==> src/rtl/scan_display_pkg.sv <==
// Shared types, glyph constants and elaboration-time helpers for the
// multiplexed seven-segment driver.
//   bcd_digit_t      : one BCD decade
//   GLYPH_*          : active-high segment patterns, bit order g..a
//   pow10()          : 10^n as a 64-bit constant (overflow limits)
//   bcd_nibbles()    : ceil(width*log10(2)), decades for a width-bit magnitude
//   digit_glyph()    : decade -> segment pattern
package scan_display_pkg;

  typedef logic [3:0] bcd_digit_t;

  localparam logic [6:0] GLYPH_0     = 7'h3F;
  localparam logic [6:0] GLYPH_1     = 7'h06;
  localparam logic [6:0] GLYPH_2     = 7'h5B;
  localparam logic [6:0] GLYPH_3     = 7'h4F;
  localparam logic [6:0] GLYPH_4     = 7'h66;
  localparam logic [6:0] GLYPH_5     = 7'h6D;
  localparam logic [6:0] GLYPH_6     = 7'h7D;
  localparam logic [6:0] GLYPH_7     = 7'h07;
  localparam logic [6:0] GLYPH_8     = 7'h7F;
  localparam logic [6:0] GLYPH_9     = 7'h6F;
  localparam logic [6:0] GLYPH_BLANK = 7'h00;
  localparam logic [6:0] GLYPH_MINUS = 7'h40;

  function automatic logic [63:0] pow10(input int unsigned n);
    logic [63:0] p;
    p = 64'd1;
    for (int unsigned i = 0; i < n; i++) p = p * 64'd10;
    return p;
  endfunction

  // Smallest k with 10^k >= 2^width, which equals ceil(width*log10 2)
  // because a power of two is never a power of ten (width > 0).
  function automatic int unsigned bcd_nibbles(input int unsigned width);
    int unsigned n;
    n = 19;
    for (int k = 19; k >= 1; k--)
      if (pow10(k) >= (64'd1 << width)) n = k;
    return n;
  endfunction

  function automatic logic [6:0] digit_glyph(input bcd_digit_t d);
    logic [6:0] g;
    case (d)
      4'd0:    g = GLYPH_0;
      4'd1:    g = GLYPH_1;
      4'd2:    g = GLYPH_2;
      4'd3:    g = GLYPH_3;
      4'd4:    g = GLYPH_4;
      4'd5:    g = GLYPH_5;
      4'd6:    g = GLYPH_6;
      4'd7:    g = GLYPH_7;
      4'd8:    g = GLYPH_8;
      4'd9:    g = GLYPH_9;
      default: g = GLYPH_BLANK;
    endcase
    return g;
  endfunction

endpackage

==> src/rtl/scan_display_driver_bin2bcd_seq.sv <==
// Sequential double-dabble binary-to-BCD converter, one bit per cycle.
//   state  | meaning
//   IDLE   | waiting for start; result of last conversion held on bcd
//   SHIFT  | one add-3/shift step per cycle, VALUE_WIDTH cycles
//   COMMIT | done=1 for one cycle, bcd is final
// Ports: clk, reset (async active-low), start, value -> busy, done, bcd.
module bin2bcd_seq
  import scan_display_pkg::*;
#(
  parameter int VALUE_WIDTH = 14,
  parameter int NIBBLES     = 5
) (
  input  logic                   clk,
  input  logic                   reset,
  input  logic                   start,
  input  logic [VALUE_WIDTH-1:0] value,
  output logic                   busy,
  output logic                   done,
  output logic [4*NIBBLES-1:0]   bcd
);

  typedef enum logic [1:0] {IDLE, SHIFT, COMMIT} state_t;

  localparam int CW = $clog2(VALUE_WIDTH + 1);

  state_t                 state;
  logic [VALUE_WIDTH-1:0] sr;
  logic [CW-1:0]          cnt;
  logic [4*NIBBLES-1:0]   adj;

  always_comb begin
    adj = bcd;
    for (int i = 0; i < NIBBLES; i++)
      if (bcd[4*i +: 4] >= 4'd5) adj[4*i +: 4] = bcd[4*i +: 4] + 4'd3;
  end

  always_ff @(posedge clk or negedge reset) begin
    if (!reset) begin
      state <= IDLE;
      sr    <= '0;
      cnt   <= '0;
      bcd   <= '0;
      busy  <= 1'b0;
      done  <= 1'b0;
    end else begin
      case (state)
        IDLE: begin
          if (start) begin
            sr    <= value;
            bcd   <= '0;
            cnt   <= CW'(VALUE_WIDTH - 1);
            busy  <= 1'b1;
            state <= SHIFT;
          end
        end
        SHIFT: begin
          {bcd, sr} <= {adj, sr} << 1;
          if (cnt == '0) begin
            done  <= 1'b1;
            state <= COMMIT;
          end else begin
            cnt <= cnt - 1'b1;
          end
        end
        COMMIT: begin
          done  <= 1'b0;
          busy  <= 1'b0;
          state <= IDLE;
        end
        default: state <= IDLE;
      endcase
    end
  end

endmodule

==> src/rtl/scan_display_driver.sv <==
// Multiplexed seven-segment driver with sequential BCD conversion,
// leading-zero blanking, minus sign, live decimal points and overflow.
// Ports:
//   clk, reset (async active-low)
//   value/negative/blank_lz : captured on load while not busy
//   load                    : one-cycle conversion strobe
//   dp_mask                 : decimal points, used live
//   com                     : digit enables, bit 0 = leftmost
//   seg                     : {dp, g..a}
//   busy, overflow
module scan_display_driver
  import scan_display_pkg::*;
#(
  parameter int CLK_FREQ       = 50_000_000,
  parameter int SCAN_FREQ      = 250,
  parameter int DIGITS         = 4,
  parameter int VALUE_WIDTH    = 14,
  parameter int COM_ACTIVE_LOW = 1,
  parameter int SEG_ACTIVE_LOW = 0
) (
  input  logic                   clk,
  input  logic                   reset,
  input  logic [VALUE_WIDTH-1:0] value,
  input  logic                   negative,
  input  logic                   load,
  input  logic                   blank_lz,
  input  logic [DIGITS-1:0]      dp_mask,
  output logic [DIGITS-1:0]      com,
  output logic [7:0]             seg,
  output logic                   busy,
  output logic                   overflow
);

  localparam int TICK         = CLK_FREQ / (SCAN_FREQ * DIGITS);
  localparam int TW           = (TICK > 1) ? $clog2(TICK) : 1;
  localparam int SW           = $clog2(DIGITS);
  localparam int NIBBLES_FULL = bcd_nibbles(VALUE_WIDTH);
  // Double-dabble carries only move upward, so decades above the shown
  // ones can be dropped without disturbing the lower ones; values that
  // would need them are caught by the overflow compare.
  localparam int CONV_NIBBLES = (NIBBLES_FULL < DIGITS) ? NIBBLES_FULL : DIGITS;
  localparam logic [63:0] LIMIT_POS = pow10(DIGITS);
  localparam logic [63:0] LIMIT_NEG = pow10(DIGITS - 1);
  localparam logic [DIGITS-1:0] COM_INV = (COM_ACTIVE_LOW != 0) ? '1 : '0;
  localparam logic [7:0]        SEG_INV = (SEG_ACTIVE_LOW != 0) ? '1 : '0;

  if (TICK < 1) begin : g_bad_tick
    $error("scan_display_driver: CLK_FREQ/(SCAN_FREQ*DIGITS) must be >= 1");
  end
  if (DIGITS < 2 || DIGITS > 8) begin : g_bad_digits
    $error("scan_display_driver: DIGITS must be in 2..8");
  end

  logic [VALUE_WIDTH-1:0]  val_l;
  logic                    neg_l;
  logic                    blz_l;
  logic                    done;
  logic [4*CONV_NIBBLES-1:0] bcd;
  logic [4*DIGITS-1:0]     bcd_pad;
  logic                    ovf_next;

  bcd_digit_t              disp_dig [DIGITS];
  logic                    disp_sign;
  logic                    disp_blz;
  logic                    disp_ovf;

  logic [TW-1:0]           tick;
  logic [SW-1:0]           scan_idx;
  logic [SW-1:0]           msd;
  logic [6:0]              glyph;
  logic                    dp_bit;

  bin2bcd_seq #(
    .VALUE_WIDTH (VALUE_WIDTH),
    .NIBBLES     (CONV_NIBBLES)
  ) u_bin2bcd (
    .clk   (clk),
    .reset (reset),
    .start (load),
    .value (value),
    .busy  (busy),
    .done  (done),
    .bcd   (bcd)
  );

  assign bcd_pad  = (4*DIGITS)'(bcd);
  assign ovf_next = (neg_l && val_l != '0) ? (64'(val_l) >= LIMIT_NEG)
                                           : (64'(val_l) >= LIMIT_POS);
  assign overflow = disp_ovf;

  always_ff @(posedge clk or negedge reset) begin
    if (!reset) begin
      val_l     <= '0;
      neg_l     <= 1'b0;
      blz_l     <= 1'b1;
      disp_sign <= 1'b0;
      disp_blz  <= 1'b1;
      disp_ovf  <= 1'b0;
      for (int i = 0; i < DIGITS; i++) disp_dig[i] <= '0;
    end else begin
      if (load && !busy) begin
        val_l <= value;
        neg_l <= negative;
        blz_l <= blank_lz;
      end
      if (done) begin
        disp_sign <= neg_l && (val_l != '0);
        disp_blz  <= blz_l;
        disp_ovf  <= ovf_next;
        // Position 0 is leftmost, so it holds the highest shown decade.
        for (int i = 0; i < DIGITS; i++)
          disp_dig[i] <= bcd_pad[4*(DIGITS-1-i) +: 4];
      end
    end
  end

  always_ff @(posedge clk or negedge reset) begin
    if (!reset) begin
      tick     <= '0;
      scan_idx <= '0;
    end else if (tick == TW'(TICK - 1)) begin
      tick     <= '0;
      scan_idx <= (scan_idx == SW'(DIGITS - 1)) ? '0 : scan_idx + 1'b1;
    end else begin
      tick <= tick + 1'b1;
    end
  end

  // Leftmost nonzero position; the rightmost digit when the value is zero.
  always_comb begin
    msd = SW'(DIGITS - 1);
    for (int i = DIGITS - 1; i >= 0; i--)
      if (disp_dig[i] != 4'd0) msd = SW'(i);
  end

  always_comb begin
    glyph  = digit_glyph(disp_dig[scan_idx]);
    dp_bit = dp_mask[scan_idx] && !disp_ovf;
    if (disp_ovf) begin
      glyph = GLYPH_MINUS;
    end else if (scan_idx != SW'(DIGITS - 1)) begin
      if (disp_blz) begin
        if (disp_sign && msd != '0 && scan_idx == msd - 1'b1) glyph = GLYPH_MINUS;
        else if (scan_idx < msd)                               glyph = GLYPH_BLANK;
      end else if (disp_sign && scan_idx == '0) begin
        // No overflow with a sign guarantees the leftmost decade is zero.
        glyph = GLYPH_MINUS;
      end
    end
  end

  always_ff @(posedge clk or negedge reset) begin
    if (!reset) begin
      com <= COM_INV;
      seg <= SEG_INV;
    end else begin
      com <= (DIGITS'(1) << scan_idx) ^ COM_INV;
      seg <= {dp_bit, glyph} ^ SEG_INV;
    end
  end

endmodule

==> config.mk <==
export PLATFORM = sky130hd
export DESIGN_NAME = scan_display_driver
export DESIGN_NICKNAME = d
export VERILOG_FILES = /design/src/rtl/scan_display_pkg.sv /design/src/rtl/scan_display_driver_bin2bcd_seq.sv /design/src/rtl/scan_display_driver.sv
export SDC_FILE = /design/constraint.sdc
export NUM_CORES = 1
export LEC_CHECK = 0
export CAP_MARGIN = 10
export CORE_MARGIN = 1
export CORE_UTILIZATION = 62
export DETAILED_ROUTE_END_ITERATION = 12
export DONT_BUFFER_PORTS = 1
export PLACE_DENSITY = 0.78
export SYNTH_ARGS = -nofsm -noshare
export SYNTH_HDL_FRONTEND = slang
export SYNTH_SLANG_ARGS = --single-unit
==> constraint.sdc <==
create_clock -name clk -period 4.2 [get_ports clk]
set_clock_uncertainty 0.15 [all_clocks]
set_input_delay 0.84 -clock clk [delete_from_list [all_inputs] [get_ports clk]]
set_output_delay 0.84 -clock clk [all_outputs]
set_load 0.02 [all_outputs]
==> Word-level counts from Yosys, hierarchy flattened <==
Memory sizes are Yosys's and may differ from the RTL's.
Index checks and enable logic that the tools add are counted.
{ "totals": {"rom_bits": 112, "wordCells": 109, "mem_count": 1, "input_bits": 23, "register_bits": 103} }
{ "op_classes": {"muxes": 35, "n_eq_ne": 9, "addsub": 8, "n_shift": 1, "order_cmp": 9, "n_bitwise": 2, "n_reduce_logical": 24} }
{ "mem_list": {"columns": ["name", "depth", "width", "rd", "rd_ports_with_merged_regs", "write_ports", "line", "text"], "rows": [
  ["(name not given)", 16, 7, 1, 0, 0, "scan_display_pkg.sv:44", "case (d)"]
]} }
{ "ops": {"columns": ["op", "count"], "rows": [
  ["two-way mux 7 bit", 6],
  ["two-way mux 16 bit", 2],
  ["case mux 16 bit (2 select lines)", 1],
  ["two-way mux 4 bit", 7],
  ["case mux 14 bit (2 select lines)", 1],
  ["adder 16 x 1 -> 16 bit, second input constant", 1],
  ["== test 16 bit, second input constant", 1],
  ["greater-or-equal comparator 4 x 3 -> 1 bit, second input constant", 4],
  ["greater-or-equal comparator 14 x 10 -> 1 bit, second input constant", 1],
  ["greater-or-equal comparator 14 bit, second input constant", 1],
  ["two-way mux 14 bit", 1],
  ["nonzero test 14 bit", 1],
  ["adder 4 x 2 -> 4 bit, second input constant", 3],
  ["nonzero test 4 bit", 3],
  ["two-way mux 2 bit", 5],
  ["binary-select mux 4 bit (select 2 bit)", 1],
  ["case mux 4 bit (2 select lines)", 1],
  ["AND reduction 2 bit", 4],
  ["nonzero test 2 bit", 4],
  ["logical AND 1 bit", 6],
  ["inequality test 2 bit, second input constant", 3],
  ["two-way mux 1 bit", 5],
  ["== test 2 bit, second input constant", 2],
  ["zero test 2 bit", 2],
  ["20 further kinds", 22]
]} }

==> Longest topological paths before layout <==
Gate-level depths: netlist of the first run.
{ "logic_depth": {"ltp_word": 11, "depth_mapped": 9, "mapped_depth_nobuf": 9} }

==> By module <==
A second synthesis of the first run with hierarchy kept.
{ "hier_totals": {"cells_unflattened": 468, "hier_area_um2": 5232.5} }
{ "modules_own_cells": {"columns": ["mod", "area_each_um2", "seq_area_each_um2", "cells_each", "instances"], "rows": [
  ["scan_display_driver", 3086.7, 1634.1, 252, 1],
  ["bin2bcd_seq", 2145.8, 950.9, 216, 1]
]} }

==> Worst setup path after synthesis of the first run <==
Ideal clock, no wire load.
{ "synth_path": {"path_type": "flip-flop to flip-flop", "startpoint": "reg disp_dig[8] (netlist bit)", "endpoint": "reg seg[6]", "t_arrival_ns": 2.078, "period_less_slack_ns": 2.352, "stages_incl_launch_ff": 9, "path_slack_ns": 1.848, "path_cell_list": "dfrtp_1 -> nor4_1 -> o41ai_1 -> nand2_1 -> ha_1 -> xor2_1 -> a311oi_1 -> a21oi_1 -> a211o_1"} }
{ "synth_via": {"elab_chain_cells": 10, "word_cells_on_any_way": 19, "cone_classes": "add/sub: 1; order compare: 1; eq/ne: 1; mux: 11; reduce/logical: 4; memory: 1"} }
{ "synth_lines": {"columns": ["item", "line", "text"], "rows": [
  ["from (decl)", "scan_display_driver.sv:62", "bcd_digit_t disp_dig [DIGITS];"],
  ["from (signal, indexed assignment)", "scan_display_driver.sv:112", "disp_dig[i] <= bcd_pad[4*(DIGITS-1-i) +: 4];"],
  ["branches (longest 8 deep; another with memory (16 x 7 bit))", null, null],
  ["two-way mux 7 bit (*)", "scan_display_driver.sv:141", "end else if (scan_idx != SW'(DIGITS - 1)) begin"],
  ["two-way mux 7 bit (*)", "scan_display_driver.sv:139", "if (disp_ovf) begin"],
  ["via glyph[6]", "scan_display_driver.sv:70", "logic [6:0] glyph;"],
  ["to (signal assigned)", "scan_display_driver.sv:158", "seg <= {dp_bit, glyph} ^ SEG_INV;"],
  ["to (decl)", "scan_display_driver.sv:29", "output logic [7:0] seg,"]
]} }
Mark *: on every way through the listed nets, which the timed path passes. The select of a mux whose other input is x is not followed.
A chain may end at the register's enable or synchronous reset.

==> Worst setup path in the final report of the first run <==
{ "layout_path": {"startpoint": "reg disp_dig[8] (netlist bit)", "endpoint": "reg seg[2]"} }
The elaborated chain is that of the path after synthesis.

==> results of run 1 <==
==> power groups by stage <==
stage | clock network (mW) | registers (mW) | logic (mW)
finish | 0.757 | 1.66 | 1.31
global route | 0.807 | 1.71 | 1.48
CTS | 0.768 | 1.66 | 1.32
detailed placement | 0 | 1.68 | 1.29
global placement | 0 | 1.66 | 1.23
floorplan | 0 | 1.57 | 1.11
==> sequential cells by signal (all words and copies together) (netlist names), 2 cells and up <==
name             cells
scan_idx             2
u_bin2bcd.state      2
u_bin2bcd.sr        14
val_l               14
disp_dig            16
com                  4
tick                16
u_bin2bcd.cnt        4
u_bin2bcd.bcd       16
seg                  8
==> synthesized netlist by cell type, types with 4 or more instances <==
| cell type | count |
|---|---|
| sky130_fd_sc_hd__and4_1 | 6 |
| sky130_fd_sc_hd__a31oi_1 | 13 |
| sky130_fd_sc_hd__a21oi_1 | 18 |
| sky130_fd_sc_hd__o21ai_0 | 18 |
| sky130_fd_sc_hd__nand2_1 | 44 |
| sky130_fd_sc_hd__inv_1 | 27 |
| sky130_fd_sc_hd__clkbuf_1 | 17 |
| sky130_fd_sc_hd__nand2b_1 | 6 |
| sky130_fd_sc_hd__a21o_1 | 4 |
| sky130_fd_sc_hd__nor2_1 | 32 |
| sky130_fd_sc_hd__mux2_2 | 36 |
| sky130_fd_sc_hd__o31ai_1 | 4 |
| sky130_fd_sc_hd__and3_1 | 4 |
| sky130_fd_sc_hd__nand4_1 | 4 |
| sky130_fd_sc_hd__xnor2_1 | 12 |
| sky130_fd_sc_hd__o32ai_1 | 4 |
| sky130_fd_sc_hd__nor2b_1 | 5 |
| sky130_fd_sc_hd__nand3_1 | 8 |
| sky130_fd_sc_hd__xor2_1 | 9 |
| sky130_fd_sc_hd__dfrtp_1 | 97 |
| sky130_fd_sc_hd__a32o_1 | 5 |
| sky130_fd_sc_hd__o22ai_1 | 5 |
| sky130_fd_sc_hd__dfstp_2 | 6 |
| sky130_fd_sc_hd__ha_1 | 22 |
| sky130_fd_sc_hd__nor4_1 | 5 |
==> per-stage QoR <==
stage | hold WS (ns) | setup slack (ns) | power (mW)
after global placement | 0.3149 | 1.717 | 2.895
after floorplan | 0.3005 | 1.848 | 2.680
after CTS | 0.1331 | 1.598 | 3.746
after detailed placement | 0.3260 | 1.632 | 2.965
after global routing | 0.1194 | 1.405 | 4.002
final | 0.1467 | 1.573 | 3.725
==> cells by family (layout without fill, tap and decap cells) <==
logic type               Yosys count  count (layout)  synth area share [%]
adder cells (fa/ha/maj)           22              22                 5.557
multiplexers                      43              43                 11.09
XOR/XNOR                          21              21                 3.713
AO/OA/AOI/OAI                     85              85                 11.19
AND/OR/NAND/NOR                  126             126                 12.38
buffers and inverters             47              47                 3.890
flip-flops                       103             103                 52.18
==> how the worst min path moves through the flow <==
stage | endpoint
after floorplan | u_bin2bcd.bcd[0]$_DFFE_PN0P_
after global placement | u_bin2bcd.bcd[0]$_DFFE_PN0P_
after detailed placement | u_bin2bcd.bcd[0]$_DFFE_PN0P_
after CTS | com[1]$_DFF_PN1_
after global routing | disp_blz$_DFFE_PN1P_
final | blz_l$_DFFE_PN1P_
==> layer usage <==
metal,up-vias,global-route usage (%),routed length (um)
li1,1572,-,-
met1,1645,32.03,4115
met2,59,38.47,4255
met3,11,4.188,330
met4,0,9.524,138
met5,-,0,0
==> cell type report <==
cell class,instances,area [um2]
timing repair buffer,4,65.06
tap,102,127.6
clock inverter,7,125.1
sequential,103,2585
inverter,27,101.3
multi-input combinational,297,2181
clock buffer,9,123.9
fill,553,2419
==> impl_results.html, run 1 <==
<table>
<tr><th>Metric</th><th>Value</th></tr>
<tr><th colspan="2">Outcome</th></tr>
<tr><td>Run status</td><td>completed</td></tr>
<tr><th colspan="2">Worst setup path</th></tr>
<tr><td>Worst flop-to-flop path endpoint</td><td>seg[2]$_DFF_PN0_</td></tr>
<tr><td>Number of buffers and inverters on the critical path</td><td>0</td></tr>
<tr><td>Crit. path cell count</td><td>8</td></tr>
<tr><td>Gate family responsible for the most delay along the worst path</td><td>compound AO/OA/AOI/OAI gates</td></tr>
<tr><td>Delay of the slowest cell on the worst path</td><td>0.49 ns</td></tr>
<tr><td>Sort of element at the end of the critical path</td><td>flip-flop</td></tr>
<tr><td>Arrival time at the worst endpoint</td><td>around 2.8 ns</td></tr>
<tr><td>Cell Chain, Critical Path</td><td>nor4_1, o41ai_1, nand2_1, ha_1, xor2_1, a311oi_1, a21oi_1, a21oi_1</td></tr>
<tr><td>Worst setup path start</td><td>disp_dig[8]$_DFFE_PN0P_</td></tr>
<tr><td>Critical path peak fanout</td><td>6</td></tr>
<tr><td>Required time of the worst setup path</td><td>4.33 ns</td></tr>
<tr><td>WS Path Type</td><td>reg2reg</td></tr>
<tr><td>Worst reg-to-reg setup slack</td><td>between 1.5 and 2 ns</td></tr>
<tr><td>Reg-to-Reg Start</td><td>disp_dig[8]$_DFFE_PN0P_</td></tr>
<tr><td>Capture point of the worst path</td><td>seg[2]$_DFF_PN0_</td></tr>
<tr><td>Slowest stage cell on the critical path</td><td>sky130_fd_sc_hd__a311oi_1</td></tr>
<tr><td>Path depth of the worst reg2reg path</td><td>8</td></tr>
<tr><td>Type of origin of the critical path</td><td>flip-flop</td></tr>
<tr><td>Cell seen most often among critical-path stages</td><td>sky130_fd_sc_hd__a21oi_1</td></tr>
<tr><th colspan="2">Detailed routing</th></tr>
<tr><td>Remaining routing DRC violations</td><td>0</td></tr>
<tr><td>DRT Wirelength</td><td>8839 um</td></tr>
<tr><td>Post-detailed-route count of antenna-violating nets</td><td>0</td></tr>
<tr><td>Number of violations reported at the end of detailed-routing iteration 0</td><td>154</td></tr>
<tr><td>Total number of vias</td><td>3287</td></tr>
<tr><td>Average vias per placed instance</td><td>5.987</td></tr>
<tr><td>Post-detailed-route wirelength per cell</td><td>16.10 um</td></tr>
<tr><td>Number of detailed-routing iterations run before antenna repair</td><td>5</td></tr>
<tr><th colspan="2">Cells and area</th></tr>
<tr><td>Final instance area</td><td>approximately 5300 um2</td></tr>
<tr><td>Post-route core utilization</td><td>68.70%</td></tr>
<tr><td>Commonest cells after routing, fill and taps aside</td><td>sky130_fd_sc_hd__dfrtp_1 (97), sky130_fd_sc_hd__nand2_1 (44), sky130_fd_sc_hd__mux2_2 (36)</td></tr>
<tr><td>Share of cells above drive strength 1</td><td>approximately 15%</td></tr>
<tr><td>Fin nets</td><td>487</td></tr>
<tr><td>Post-synthesis to final-layout area growth</td><td>7.173%</td></tr>
<tr><td>Most common cell after layout, fill and taps aside</td><td>sky130_fd_sc_hd__dfrtp_1</td></tr>
<tr><td>Antenna Cells</td><td>0</td></tr>
<tr><td>Number of cells in the finished layout apart from fillers</td><td>549</td></tr>
<tr><th colspan="2">Logic synthesis</th></tr>
<tr><td>Yosys warnings</td><td>0</td></tr>
<tr><td>Number of flops mapped to enable cells by yosys</td><td>0</td></tr>
<tr><td>Syn Nets</td><td>492</td></tr>
<tr><td>Synth area leader</td><td>sky130_fd_sc_hd__dfrtp_1</td></tr>
<tr><td>Netlist cell types</td><td>48</td></tr>
<tr><td>Synthesized netlist cell count</td><td>~450</td></tr>
<tr><td>Number of storage elements in the synthesis netlist</td><td>roughly 100</td></tr>
<tr><td>Sequential cell area fraction in the yosys report</td><td>between 50% and 60%</td></tr>
<tr><td>Portion of synthesized cell area occupied by the leading cell type</td><td>49.00%</td></tr>
<tr><td>Per-instance average area after synthesis</td><td>11.08 um2</td></tr>
<tr><td>Proportion of register bits with asynchronous set or reset after synthesis</td><td>between 90% and 100%</td></tr>
<tr><td>Most instantiated flip-flop cell in the synthesis netlist</td><td>sky130_fd_sc_hd__dfrtp_1</td></tr>
<tr><td>Most area-consuming cells after synthesis</td><td>sky130_fd_sc_hd__dfrtp_1 (49%), sky130_fd_sc_hd__mux2_2 (8.2%), sky130_fd_sc_hd__ha_1 (5.6%)</td></tr>
<tr><td>Cell area after synthesis</td><td>just under 5000 um2</td></tr>
<tr><th colspan="2">Global route</th></tr>
<tr><td>Antenna violations before repair</td><td>0</td></tr>
<tr><td>Total grt overflow</td><td>0</td></tr>
<tr><td>Vias in the first global route</td><td>~3300</td></tr>
<tr><td>All-Layer GR Usage</td><td>23.81%</td></tr>
<tr><td>Wire length of the first global-routing pass</td><td>15570 um</td></tr>
<tr><td>Largest net degree at the start of global routing</td><td>55</td></tr>
<tr><th colspan="2">Floorplan</th></tr>
<tr><td>Die Span X</td><td>91.39 um</td></tr>
<tr><td>Die Footprint</td><td>8351 um2</td></tr>
<tr><td>Number of cell rows</td><td>32</td></tr>
<tr><td>Starting density of the core</td><td>around 64%</td></tr>
<tr><td>Vertical extent of the die</td><td>91.39 um</td></tr>
<tr><td>Floorplan core area</td><td>roughly 7700 um2</td></tr>
<tr><td>Number of top-level pins</td><td>37</td></tr>
<tr><th colspan="2">Place</th></tr>
<tr><td>IO buf count</td><td>0</td></tr>
<tr><td>Total cell area at the placement stage</td><td>5002 um2</td></tr>
<tr><td>HPWL reported at the end of detailed placement</td><td>5890 um</td></tr>
<tr><td>Instance count after placement with tap cells included</td><td>530</td></tr>
<tr><td>Last weighted congestion value of the routability-driven placer</td><td>about 0.82</td></tr>
<tr><th colspan="2">STA</th></tr>
<tr><td>Hold violation total from the final report</td><td>0</td></tr>
<tr><td>Final-report setup violation count</td><td>0</td></tr>
<tr><td>Period utilization</td><td>a little over three fifths</td></tr>
<tr><td>Upper clock frequency limit</td><td>380.6 MHz</td></tr>
<tr><td>Transition time at the pin with the least slew margin</td><td>1.005 ns</td></tr>
<tr><td>Number of max-slew violations in the final report</td><td>0</td></tr>
<tr><td>Setup Total Neg Slack</td><td>0 ns</td></tr>
<tr><td>Min Tclk post-route</td><td>between 2 and 3 ns</td></tr>
<tr><td>Relative slew slack</td><td>32.85%</td></tr>
<tr><td>Unrepaired setup endpoints after global routing</td><td>false</td></tr>
<tr><th colspan="2">Clock network</th></tr>
<tr><td>TritonCTS clock tree</td><td>done</td></tr>
<tr><td>CTS buffer count</td><td>9</td></tr>
<tr><td>Root cell of the clock tree</td><td>sky130_fd_sc_hd__clkbuf_8</td></tr>
<tr><td>PostCTS Resize Cnt</td><td>0</td></tr>
<tr><td>Number of sinks on the clock net</td><td>103</td></tr>
<tr><td>Post-CTS Setup Inserts</td><td>0</td></tr>
<tr><td>Post-CTS Hold Buffers</td><td>3</td></tr>
<tr><td>Clock Path Buffers</td><td>2</td></tr>
<tr><td>Maximum level of the CTS H-tree</td><td>3</td></tr>
<tr><td>Clock slew at the register clock pins of the worst setup and hold paths</td><td>0.11 ns</td></tr>
<tr><td>Worst skew pair latency</td><td>0.37 ns</td></tr>
<tr><th colspan="2">Power and ir drop</th></tr>
<tr><td>Reg power frac</td><td>44.6%</td></tr>
<tr><td>Power density over the cells</td><td>701.7 nW/um2</td></tr>
<tr><td>Combinational share of power</td><td>35.1%</td></tr>
<tr><td>Total net switching power</td><td>approximately 1.4 mW</td></tr>
<tr><td>Power share of the clock group</td><td>around a fifth</td></tr>
<tr><td>Internal power</td><td>2.370 mW</td></tr>
<tr><td>Sw Ratio</td><td>36.39%</td></tr>
<tr><td>Leakage component of the power</td><td>roughly 2.4 nW</td></tr>
<tr><td>Max IR drop VDD</td><td>0.0005321 V</td></tr>
<tr><th colspan="2">Flow run</th></tr>
<tr><td>Number of maximum-capacitance constraint violations</td><td>0</td></tr>
<tr><th colspan="2">Worst hold path</th></tr>
<tr><td>Tightest Hold Check Type</td><td>in2async</td></tr>
</table>
Note: power is estimated with default switching activity, not from simulation.
==> run 2: changes to the inputs <==
--- a/config.mk
+++ b/config.mk
@@ -7,10 +7,10 @@
 export LEC_CHECK = 0
 export CAP_MARGIN = 10
 export CORE_MARGIN = 1
-export CORE_UTILIZATION = 62
+export CORE_UTILIZATION = 57
 export DETAILED_ROUTE_END_ITERATION = 12
 export DONT_BUFFER_PORTS = 1
-export PLACE_DENSITY = 0.78
+export PLACE_DENSITY = 0.75
 export SYNTH_ARGS = -nofsm -noshare
 export SYNTH_HDL_FRONTEND = slang
 export SYNTH_SLANG_ARGS = --single-unit
==> constraint.sdc (replaced) <==
create_clock -name clk -period 2.35 [get_ports clk]
set_clock_uncertainty 0.15 [all_clocks]
set_input_delay 0.47 -clock clk [delete_from_list [all_inputs] [get_ports clk]]
set_output_delay 0.47 -clock clk [all_outputs]
set_load 0.02 [all_outputs]
==> impl_results.html, run 2 (same netlist as run 1, synthesis figures left out) <==
<table>
<tr><th>Metric</th><th>Value</th></tr>
<tr><th colspan="2">Outcome</th></tr>
<tr><td>Run status</td><td>complete, but fails checks</td></tr>
<tr><td>Violations in the final reports</td><td>negative hold slack, negative setup slack</td></tr>
<tr><th colspan="2">Cells and area</th></tr>
<tr><td>Commonest cells after routing, fill and taps aside</td><td>sky130_fd_sc_hd__dfrtp_1 (97), sky130_fd_sc_hd__nand2_1 (44), sky130_fd_sc_hd__mux2_2 (36)</td></tr>
<tr><td>Post-synthesis to final-layout area growth</td><td>9.523%</td></tr>
<tr><td>Final instance area</td><td>around 5400 um2</td></tr>
<tr><td>Post-route core utilization</td><td>roughly two thirds</td></tr>
<tr><td>Antenna Cells</td><td>0</td></tr>
<tr><td>Fin nets</td><td>506</td></tr>
<tr><td>Number of cells in the finished layout apart from fillers</td><td>571</td></tr>
<tr><td>Most common cell after layout, fill and taps aside</td><td>sky130_fd_sc_hd__dfrtp_1</td></tr>
<tr><td>Number of fillers in the final layout</td><td>622</td></tr>
<tr><td>Share of cells above drive strength 1</td><td>20.17%</td></tr>
<tr><td>Largest registers</td><td>disp_dig x16, tick x16, u_bin2bcd.bcd x16</td></tr>
<tr><th colspan="2">Worst setup path</th></tr>
<tr><td>Required time of the worst setup path</td><td>about 2.5 ns</td></tr>
<tr><td>Delay of the slowest cell on the worst path</td><td>between 0.4 and 0.5 ns</td></tr>
<tr><td>Arrival time at the worst endpoint</td><td>2.52 ns</td></tr>
<tr><td>Slowest stage cell on the critical path</td><td>sky130_fd_sc_hd__dfrtp_1</td></tr>
<tr><td>Critical path peak fanout</td><td>4</td></tr>
<tr><td>Type of origin of the critical path</td><td>flip-flop</td></tr>
<tr><td>Cell Chain, Critical Path</td><td>nor4_4, o41ai_2, nand2_1, ha_4, xor2_1, a311oi_2, buf_4, a21oi_1, a211o_1</td></tr>
<tr><td>WS Path Type</td><td>reg2reg</td></tr>
<tr><td>Sort of element at the end of the critical path</td><td>flip-flop</td></tr>
<tr><td>Gate family responsible for the most delay along the worst path</td><td>compound AO/OA/AOI/OAI gates</td></tr>
<tr><td>Number of buffers and inverters on the critical path</td><td>1</td></tr>
<tr><th colspan="2">Place</th></tr>
<tr><td>IO buf count</td><td>0</td></tr>
<tr><td>HPWL reported at the end of detailed placement</td><td>between 6000 and 7000 um</td></tr>
<tr><td>Last weighted congestion value of the routability-driven placer</td><td>0.8033</td></tr>
<tr><td>Total cell area at the placement stage</td><td>5160 um2</td></tr>
<tr><td>Instance count after placement with tap cells included</td><td>between 500 and 600</td></tr>
<tr><th colspan="2">STA</th></tr>
<tr><td>Upper clock frequency limit</td><td>between 400 and 500 MHz</td></tr>
<tr><td>Period utilization</td><td>103.2%</td></tr>
<tr><td>Min Tclk post-route</td><td>2.426 ns</td></tr>
<tr><td>Unrepaired setup endpoints after global routing</td><td>true</td></tr>
<tr><td>Transition time at the pin with the least slew margin</td><td>0.6567 ns</td></tr>
<tr><td>Hold violation total from the final report</td><td>103</td></tr>
<tr><td>Relative slew slack</td><td>56.13%</td></tr>
<tr><td>Setup WS post-layout</td><td>-0.07587 ns</td></tr>
<tr><td>Final-report setup violation count</td><td>7</td></tr>
<tr><td>Number of max-slew violations in the final report</td><td>0</td></tr>
<tr><td>Hold_ws</td><td>-0.3631 ns</td></tr>
<tr><td>Setup Total Neg Slack</td><td>-0.2774 ns</td></tr>
<tr><th colspan="2">Floorplan</th></tr>
<tr><td>Die Span X</td><td>95.22 um</td></tr>
<tr><td>Floorplan core area</td><td>8299 um2</td></tr>
<tr><td>Starting density of the core</td><td>between 50% and 60%</td></tr>
<tr><td>Die Footprint</td><td>9067 um2</td></tr>
<tr><td>Number of top-level pins</td><td>37</td></tr>
<tr><td>Vertical extent of the die</td><td>95.22 um</td></tr>
<tr><td>Number of cell rows</td><td>33</td></tr>
<tr><th colspan="2">Clock network</th></tr>
<tr><td>TritonCTS clock tree</td><td>done</td></tr>
<tr><td>CTS buffer count</td><td>9</td></tr>
<tr><td>Worst skew pair latency</td><td>0.36 ns</td></tr>
<tr><td>Clock slew at the register clock pins of the worst setup and hold paths</td><td>~0.1 ns</td></tr>
<tr><td>Root cell of the clock tree</td><td>sky130_fd_sc_hd__clkbuf_8</td></tr>
<tr><td>Clock Path Buffers</td><td>2</td></tr>
<tr><td>Number of sinks on the clock net</td><td>103</td></tr>
<tr><td>Maximum level of the CTS H-tree</td><td>3</td></tr>
<tr><th colspan="2">Power and ir drop</th></tr>
<tr><td>Final Power</td><td>6.680 mW</td></tr>
<tr><td>Max IR drop VDD</td><td>a little under 0.0008 V</td></tr>
<tr><td>Leakage component of the power</td><td>around 2.4 nW</td></tr>
<tr><td>Power density over the cells</td><td>1231 nW/um2</td></tr>
<tr><th colspan="2">Global route</th></tr>
<tr><td>Antenna violations before repair</td><td>0</td></tr>
<tr><td>Largest net degree at the start of global routing</td><td>around 100</td></tr>
<tr><td>Vias in the first global route</td><td>3346</td></tr>
<tr><td>Total grt overflow</td><td>0</td></tr>
<tr><td>Wire length of the first global-routing pass</td><td>16080 um</td></tr>
<tr><td>All-Layer GR Usage</td><td>23.38%</td></tr>
<tr><th colspan="2">Detailed routing</th></tr>
<tr><td>Remaining routing DRC violations</td><td>0</td></tr>
<tr><td>Number of detailed-routing iterations run before antenna repair</td><td>4</td></tr>
<tr><td>Average vias per placed instance</td><td>~5.7</td></tr>
<tr><td>Number of violations reported at the end of detailed-routing iteration 0</td><td>214</td></tr>
<tr><td>Post-detailed-route wirelength per cell</td><td>approximately 16 um</td></tr>
<tr><td>DRT Wirelength</td><td>9305 um</td></tr>
<tr><td>Post-detailed-route count of antenna-violating nets</td><td>0</td></tr>
<tr><td>Total number of vias</td><td>about 3300</td></tr>
<tr><th colspan="2">Worst hold path</th></tr>
<tr><td>Tightest Hold Check Type</td><td>in2async</td></tr>
<tr><th colspan="2">Flow run</th></tr>
<tr><td>Number of maximum-capacitance constraint violations</td><td>0</td></tr>
</table>
==> run 2: changes by cell type in the layout (fill, tap and decap cells not counted), moves of 2 or more <==
cell                        delta
sky130_fd_sc_hd__nor4_1        -2
sky130_fd_sc_hd__buf_4        +21
sky130_fd_sc_hd__bufinv_16     -3
sky130_fd_sc_hd__a21oi_2       +2
sky130_fd_sc_hd__a21oi_1       -3
==> run 2: repair_timing <==
action	CTS	global route
endpoints found under the hold margin	103	103
resized for setup	2	10
setup endpoints to repair	7	7
setup buffers	0	3
pin swaps	0	6
==> run 2: through the flow <==
step | worst slack (ns) | hold slack [ns]
final | -0.07587 | -0.3631
after global routing | -0.1551 | -0.3941
after CTS | -0.07360 | -0.3828
after detailed placement | -0.1445 | 0.02720
after global placement | -0.03637 | 0.02727
after floorplan | 0.09964 | 0.02441
==> run 2: report_power, final <==
group          switching, mW  internal, mW  total [mW]
Combinational           1.36          1.32        2.68
Sequential             0.557          2.42        2.97
Clock                  0.621         0.405        1.03
==> run 2: per-layer routing <==
layer	global-route usage, %	wire length [um]	part of all wire (%)	vias to the layer above
met5	0	0	0	-
met1	31.89	4387	47	1622
met3	3.668	287	3.1	9
li1	-	-	-	1594
met4	9.091	117	1.3	0
met2	37.56	4512	48	50
==> run 2: cell type report <==
| cell class | instances | area, um2 | area share [%] |
|---|---|---|---|
| clock buffer | 10 | 127.6 | 2.352 |
| clock inverter | 6 | 51.30 | 0.9456 |
| inverter | 27 | 101.3 | 1.868 |
| multi-input combinational | 297 | 2252 | 41.51 |
| sequential | 103 | 2585 | 47.65 |
| tap | 105 | 131.4 | 2.422 |
| timing repair buffer | 23 | 176.4 | 3.252 |
==> run 2: worst paths after layout <==
| kind | start | to | slack, ns | cells past startpoint |
|---|---|---|---|---|
| worst min register to register | blz_l$_DFFE_PN1P_ | disp_blz$_DFFE_PN1P_ | 0.35 | 2 |
| max in group asynchronous | reset | com[2]$_DFF_PN1_ | 2.20 | 0 |
| worst min-delay path | reset | disp_sign$_DFFE_PN0P_ | -0.36 | 0 |
| worst max-delay path | disp_dig[11]$_DFFE_PN0P_ | seg[6]$_DFF_PN0_ | -0.08 | 9 |
| worst max register to register | disp_dig[11]$_DFFE_PN0P_ | seg[6]$_DFF_PN0_ | -0.08 | 9 |
| min in group clk | value[8] | u_bin2bcd.sr[8]$_DFFE_PN0P_ | 0.09 | 2 |
